## src/rtl/geofence_result_collector.sv

```systemverilog
// Geofence result collector: buffers per-frame verdicts with frame ids, keeps stats and an idle watchdog.
// Latency: an entry is visible on res_* one cycle after its gf_valid strobe into an empty FIFO.
// Backpressure: res_valid/res_ready handshake; strobes arriving on a full FIFO without a pop are dropped and counted.

module geofence_fifo #(
    parameter int W     = 9,
    parameter int DEPTH = 8
) (
    input  logic                     clk,
    input  logic                     reset,
    input  logic                     clr,
    input  logic                     push,
    input  logic                     pop,
    input  logic [W-1:0]             din,
    output logic [W-1:0]             dout,
    output logic [$clog2(DEPTH):0]   level,
    output logic                     empty,
    output logic                     full
);
    localparam int AW = $clog2(DEPTH);

    logic [W-1:0]  mem [DEPTH];
    logic [AW-1:0] wr_ptr;
    logic [AW-1:0] rd_ptr;

    assign empty = (level == '0);
    assign full  = (level == (AW+1)'(DEPTH));
    assign dout  = mem[rd_ptr];

    always_ff @(posedge clk) begin
        if (push) begin
            mem[wr_ptr] <= din;
        end
    end

    // Pointers wrap naturally because DEPTH is a power of two.
    always_ff @(posedge clk) begin
        if (reset || clr) begin
            wr_ptr <= '0;
            rd_ptr <= '0;
            level  <= '0;
        end else begin
            if (push) begin
                wr_ptr <= wr_ptr + 1'b1;
            end
            if (pop) begin
                rd_ptr <= rd_ptr + 1'b1;
            end
            if (push && !pop) begin
                level <= level + 1'b1;
            end else if (pop && !push) begin
                level <= level - 1'b1;
            end
        end
    end
endmodule

module geofence_result_collector #(
    parameter int DEPTH   = 8,
    parameter int ID_W    = 8,
    parameter int CNT_W   = 16,
    parameter int TIMEOUT = 1023
) (
    input  logic                   clk,
    input  logic                   reset,
    input  logic                   gf_valid,
    input  logic                   gf_is_inside,
    input  logic                   clr,
    input  logic                   res_ready,
    output logic                   res_valid,
    output logic                   res_inside,
    output logic [ID_W-1:0]        res_id,
    output logic [$clog2(DEPTH):0] fifo_level,
    output logic [CNT_W-1:0]       frame_cnt,
    output logic [CNT_W-1:0]       inside_cnt,
    output logic [CNT_W-1:0]       drop_cnt,
    output logic                   overflow,
    output logic                   timeout
);
    localparam int IW = $clog2(TIMEOUT + 1);

    typedef enum logic {
        ARMED,
        EXPIRED
    } wd_state_t;

    wd_state_t       wd_state;
    wd_state_t       wd_state_nxt;
    logic [IW-1:0]   idle_cnt;
    logic [IW-1:0]   idle_cnt_nxt;

    logic [ID_W-1:0] next_id;
    logic            strobe;
    logic            push;
    logic            pop;
    logic            drop;
    logic            fifo_empty;
    logic            fifo_full;
    logic [ID_W:0]   fifo_dout;

    function automatic logic [CNT_W-1:0] sat_inc(input logic [CNT_W-1:0] v);
        return (&v) ? v : v + 1'b1;
    endfunction

    // clr wins over every other input in the same cycle.
    assign strobe = gf_valid && !clr;
    assign pop    = !fifo_empty && res_ready && !clr;
    assign push   = strobe && (!fifo_full || pop);
    assign drop   = strobe && fifo_full && !pop;

    geofence_fifo #(
        .W     (ID_W + 1),
        .DEPTH (DEPTH)
    ) u_fifo (
        .clk   (clk),
        .reset (reset),
        .clr   (clr),
        .push  (push),
        .pop   (pop),
        .din   ({next_id, gf_is_inside}),
        .dout  (fifo_dout),
        .level (fifo_level),
        .empty (fifo_empty),
        .full  (fifo_full)
    );

    // Head fields are forced to zero when empty so stale storage never leaks out.
    assign res_valid  = !fifo_empty;
    assign res_inside = res_valid ? fifo_dout[0] : 1'b0;
    assign res_id     = res_valid ? fifo_dout[ID_W:1] : '0;

    always_ff @(posedge clk) begin
        if (reset || clr) begin
            next_id    <= '0;
            frame_cnt  <= '0;
            inside_cnt <= '0;
            drop_cnt   <= '0;
            overflow   <= 1'b0;
        end else begin
            if (strobe) begin
                next_id   <= next_id + 1'b1;
                frame_cnt <= sat_inc(frame_cnt);
            end
            if (push && gf_is_inside) begin
                inside_cnt <= sat_inc(inside_cnt);
            end
            if (drop) begin
                drop_cnt <= sat_inc(drop_cnt);
                overflow <= 1'b1;
            end
        end
    end

    always_ff @(posedge clk) begin
        if (reset || clr) begin
            wd_state <= ARMED;
            idle_cnt <= '0;
        end else begin
            wd_state <= wd_state_nxt;
            idle_cnt <= idle_cnt_nxt;
        end
    end

    always_comb begin
        wd_state_nxt = wd_state;
        idle_cnt_nxt = idle_cnt;
        timeout      = 1'b0;
        case (wd_state)
            ARMED: begin
                if (idle_cnt == IW'(TIMEOUT)) begin
                    wd_state_nxt = EXPIRED;
                end
                if (gf_valid) begin
                    idle_cnt_nxt = '0;
                end else if (idle_cnt != IW'(TIMEOUT)) begin
                    idle_cnt_nxt = idle_cnt + 1'b1;
                end
            end
            EXPIRED: begin
                timeout = 1'b1;
            end
            default: begin
                wd_state_nxt = ARMED;
            end
        endcase
    end
endmodule

```

## config.mk

```make
export PLATFORM = sky130hd
export DESIGN_NAME = geofence_result_collector
export DESIGN_NICKNAME = d
export VERILOG_FILES = /design/src/rtl/geofence_result_collector.sv
export SDC_FILE = /design/constraint.sdc
export NUM_CORES = 1
export LEC_CHECK = 0
export CAP_MARGIN = 25
export CORE_ASPECT_RATIO = 0.6
export CORE_UTILIZATION = 40
export DETAILED_ROUTE_END_ITERATION = 10
export PLACE_DENSITY_LB_ADDON = 0.2
export SKIP_LAST_GASP = 1
export SYNTH_ARGS = -nofsm -noshare
export SYNTH_HDL_FRONTEND = slang
export SYNTH_SLANG_ARGS = --single-unit
```

## constraint.sdc

```tcl
create_clock -name clk -period 8.3 [get_ports clk]
set_clock_uncertainty 0.15 [all_clocks]
set_input_delay 1.66 -clock clk [delete_from_list [all_inputs] [get_ports clk]]
set_output_delay 1.66 -clock clk [all_outputs]
set_load 0.02 [all_outputs]
```

---- Word level (Yosys, flattened, before mapping) ----
Memories as Yosys holds them, arrays and structs flattened. A register that Yosys moved wholly into a read port is not among the register bits.
Index checks and enable logic that the tools add are counted.
storage, ports and cells
  memories kept ........................... 1
  memory bits (writable) .................. 72
  output and inout port bits .............. 64
  bits in registers ....................... 78
  logic and storage cells ................. 66
  input bits .............................. 6
cells by class
  equality and inequality tests ........... 3
  mux-type cells .......................... 13
  reduce and logical (&&, ||, !) cells .... 26
  add/subtract/negate cells ............... 9
  bitwise logic cells ..................... 4
memories
  memory      depth  width  rd ports  clocked after memory_dff  wr ports  RTL line  text
  u_fifo.mem  8      9      1         1                         1         22        logic [W-1:0] mem [DEPTH];
operator list
  cell                                              number
  adder 16 x 1 -> 16 bit, second input constant     3
  AND reduction 16 bit                              3
  two-way mux 10 bit                                2
  adder 10 x 1 -> 10 bit, second input constant     1
  equality test 10 bit, second input constant       1
  != test 10 bit, second input constant             1
  logical AND 1 bit                                 9
  adder 8 x 1 -> 8 bit, second input constant       1
  two-way mux 4 bit                                 2
  two-way mux 8 bit                                 1
  AND reduction 2 bit                               4
  adder 3 x 1 -> 3 bit, second input constant       2
  two-way mux 1 bit                                 6
  two-way mux 3 bit                                 2
  logical NOT 1 bit                                 5
  adder 4 x 1 -> 4 bit, second input constant       1
  equality test 4 bit, second input constant        1
  logical NOT 4 bit                                 1
  inverter 1 bit                                    4
  nonzero test 2 bit                                2
  subtractor 4 x 1 -> 4 bit, second input constant  1
  logical OR 1 bit                                  2

---- Logic depth before layout (Yosys ltp) ----
  depth in word-level cells ............... 10
  mapped depth ............................ 12

---- Hierarchy ----
Synthesis repeated with hierarchy kept, for this count alone.
unflattened totals
  cell total of the unflattened synthesis .. 585
  area total of the unflattened synthesis .. 6879.1 um^2
modules (own cells, without submodules)
  module                     sequential area each (um^2)  cells an instance  instances  area an instance (um^2)
  geofence_result_collector  1361.3                       410                1          3477.1
  geofence_fifo              2422.3                       175                1          3402.0

---- Worst setup path before layout ----
OpenSTA, ideal clock, no wires.
  path kind ............................... input -> register
  start ................................... input gf_valid
  end ..................................... register u_fifo.level[3]
  arrival time ............................ 3.656 ns
  path buffers ............................ 1
  stages on the path ...................... 12
  slack ................................... 4.424 ns
  data required time ...................... 8.080 ns
  path through ............................ nor2b_1 -> clkbuf_1 -> nand2_1 -> inv_1 -> ha_1 -> inv_1 -> ha_1 -> a21o_2 -> a21oi_1 -> xnor2_1 -> or3_1 -> a21oi_1
between the ends
  word-level cells in the longest chain between the ends .. 5
  elaborated cells on any way between the ends .. 7
ends and longest elaborated chain
  element                              RTL line  text
  start, declared                      66        input logic gf_valid,
  logical AND 1 bit (*)                106       assign strobe = gf_valid && !clr;
  logical AND 1 bit (*)                108       assign push = strobe && (!fifo_full || pop);
  named net push                       94        logic push;
  logical NOT 1 bit                    51        end else if (pop && !push) begin
  logical AND 1 bit                    51
  nonzero test 2 bit (no source line)  n/a
  end signal, assigned                 50        level <= level + 1'b1;
  end signal, assigned                 52        level <= level - 1'b1;
  end, declared                        16        output logic [$clog2(DEPTH):0] level,
Mark *: on every way through the listed nets, which the timed path passes. The rest lies on a longest branch.
A chain may end at the register's enable or synchronous reset.

---- Worst setup path in the final report ----
Ends and elaborated chain as after synthesis.

==> impl_metrics.py <==
metrics = {
    "global_routing": {
        "grt_max_degree": 42,
        "track_usage": 0.187,
        "overflow": 0,
        "grt_pass1_vias": 4545,
        "antenna_found_initial": 0,
        "grt_pass1_wl_um": 24200,
    },
    "finish": {
        "diodes": 0,
        "areaGrowthSynthToFinish_pct": 23.4,
        "final_cell_area_sq_um": 8160,
        "postLayoutCoreUtil": 0.518,
        "drive_gt1_frac": 0.111,
        "final_nets": 662,
    },
    "drt": {
        "postRouteWirelength_um": 15000,
        "drt-initial-drc-count": 340,
        "wl_per_cell_um": 17.4,
        "ant_nets": 0,
        "viasPerCell": 5.52,
        "dr_total_vias": 4749,
        "drc": 0,
        "firstDrtPassIters": 4,
    },
    "worst_setup_path": {
        "reg2reg_setup_slack_ns": 4.92,
        "end_kind": "register",
        "path_buf_inv": 3,
        "reg2reg_to": "u_fifo.level[3]",
        "slowest_delay_ns": 0.80,
        "r2r_cells": 11,
        "worstPathRequired_ns": 8.49,
        "critical_path.top_delay_family": "simple AND/OR/NAND/NOR gates",
        "crit_path_top_delay_cell": "clkdlybuf4s50_1",
        "critical_path_class": "input port to register",
        "worstPathArrival_ns": 5.11,
        "cp_max_fo": 13,
        "path_cells": "clkdlybuf4s50_1 > nor2b_1 > nand2_1 > inv_1 > ha_1 > inv_1 > ha_1 > a21o_2 > a21oi_1 > xnor2_1 > or3_1 > a21oi_1",
        "r2r-start": "u_fifo.level[0]",
        "startpoint_type": "input port",
    },
    "logic_synthesis": {
        "async_reset_ff_frac": 0,
        "yosysWarnings": 0,
        "synth_top_area_share": 0.327,
        "syn_nets": 587,
        "ys_types": 49,
        "synth_common_cells": "dfxtp_1 (81), nor2_1 (81), edfxtp_1 (72)",
        "synthFlopType": "dfxtp_1",
        "synth.area.top_cells": "edfxtp_1 (33%), dfxtp_1 (25%), mux4_2 (6.1%)",
        "synth-edff-count": 72,
        "netlist_area_sq_um": 6610,
        "netlist_instances": 570,
        "ys_seq_area_frac": 0.572,
        "ys_ff_latch": 153,
        "synth_top_area_cell": "edfxtp_1",
        "avgSynthCellArea_sq_um": 11.6,
    },
    "timing": {
        "worst_pin_slew_ns": 0.911,
        "fin_crit_ns": 4.92,
        "hold_violations": 0,
        "final_min_period_over_clock_period": 0.593,
        "fmax_ghz": 0.203,
        "fin_setup_tns_ns": 0,
        "setup_viol": 0,
        "rsz0062_at_grt": "no",
        "slew_viol_final": 0,
        "whs_ns": 0.296,
        "setup_ws_ns": 3.38,
        "slew_headroom": 0.390,
    },
    "clock_tree": {
        "path_clk_slew_ns": 0.06,
        "holdBufCountCts": 0,
        "htreeDepth": 4,
        "cts.repair.resized": 0,
        "post_cts_buffers": 0,
        "cts_sinks": 153,
        "cts_max_path_buffers": 2,
        "cts-root-buf": "clkbuf_16",
        "insertion_delay_ns": 0.42,
        "cts_tree": "done",
        "numCtsBuffers": 17,
    },
    "run_status": {
        "status": "complete, no violations",
    },
    "die": {
        "start_util": 0.419,
        "fp.dieW_um": 168,
        "die_area_sq_um": 17100,
        "core.rowCount": 35,
        "ios": 70,
        "die_h_um": 102,
        "coreArea_sq_um": 15800,
    },
    "power": {
        "p_leak_nw": 2.59,
        "power_per_cell_area_nw_per_um2": 203,
        "vdd.ir_drop.worst_mv": 0.153,
    },
    "min_path": {
        "hold_path_depth": 2,
        "holdPathEnd": "overflow",
        "hold_path.class": "register to register",
        "hp-start": "overflow",
    },
    "placed_design": {
        "port_buffers": 69,
        "dp_hpwl_um": 10300,
        "post-place-ws_ns": 3.03,
        "dpl-instance-area_sq_um": 7540,
        "gp_routability_congestion": 0.820,
    },
    "run": {
        "maxCapViolCount": 0,
    },
}
[worst max path at each step]
stage | from | end | slack [ns] | cells past startpoint
after floorplan | gf_valid | u_fifo.level[3] | 4.42 | 12
after global placement | gf_valid | u_fifo.level[3] | 3.25 | 12
after detailed placement | gf_valid | u_fifo.level[3] | 3.03 | 12
after CTS | gf_valid | u_fifo.level[3] | 3.45 | 12
after global routing | gf_valid | u_fifo.level[3] | 3.15 | 12
final | gf_valid | u_fifo.level[3] | 3.38 | 12
[per-stage QoR]
stage | power (mW) | instances
floorplan | 0.853 | 570
global placement | 0.882 | 826
detailed placement | 0.883 | 828
CTS | 1.67 | 860
global route | 1.71 | 861
finish | 1.66 | 861
[layout make-up]
cell class / instances / area [sq um]
timing repair buffer: 78 / 756
multi-input combinational: 381 / 2700
clock buffer: 21 / 514
sequential: 153 / 3780
inverter: 14 / 52.6
fill: 1339 / 7600
clock inverter: 11 / 105
tap: 203 / 254
[cell usage in the layout (no fill, tap or decap), types with 10 or more instances in the layout]
| cell type | instances |
|---|---|
| a21oi_1 | 17 |
| nor2_1 | 81 |
| xnor2_1 | 32 |
| mux2i_1 | 14 |
| dfxtp_1 | 81 |
| o21ai_0 | 10 |
| nor4_1 | 10 |
| ha_1 | 10 |
| clkbuf_16 | 20 |
| inv_1 | 15 |
| nand2_1 | 35 |
| nor3_1 | 19 |
| xor2_1 | 16 |
| or4_1 | 11 |
| edfxtp_1 | 72 |
| nand4_1 | 20 |
| clkdlybuf4s50_1 | 69 |
| nand3_1 | 18 |
| mux4_2 | 18 |
[cells by family after synthesis]
logic type / synth area share
adder cells (fa/ha/maj): 0.0219
multiplexers: 0.0825
XOR/XNOR: 0.0636
AO/OA/AOI/OAI: 0.0530
AND/OR/NAND/NOR: 0.184
flip-flops: 0.572
buffers and inverters: 0.0231
[worst reg2reg max path: stages (launching register included)]
cell	delay, ns
dfxtp_1	0.41
nor4_4	0.83
nor2_1	0.31
inv_1	0.12
ha_1	0.19
inv_1	0.09
ha_1	0.27
a21o_2	0.21
a21oi_1	0.18
xnor2_1	0.11
or3_1	0.32
a21oi_1	0.14
[where the power goes]
part | internal [mW] | switching (mW) | total, mW
clock | 0.477 | 0.313 | 0.790
combinational | 0.0290 | 0.0417 | 0.0708
sequential | 0.789 | 0.00646 | 0.796
total | 1.30 | 0.361 | 1.66
[sequential cells by signal (all words and copies together) (netlist names), 3 cells and up, named ones only]
signal	count
u_fifo.wr_ptr	3
drop_cnt	16
next_id	8
frame_cnt	16
inside_cnt	16
idle_cnt	10
u_fifo.rd_ptr	3
u_fifo.level	4
u_fifo.mem	72
[layer usage]
metal	track usage	up-vias	routed length [um]
met5	0	-	0
met2	0.281	98	6560
met4	0.0572	0	128
met3	0.0477	16	635
met1	0.265	2368	7670
li1	-	2267	-
(Power assumes the default switching activity.)
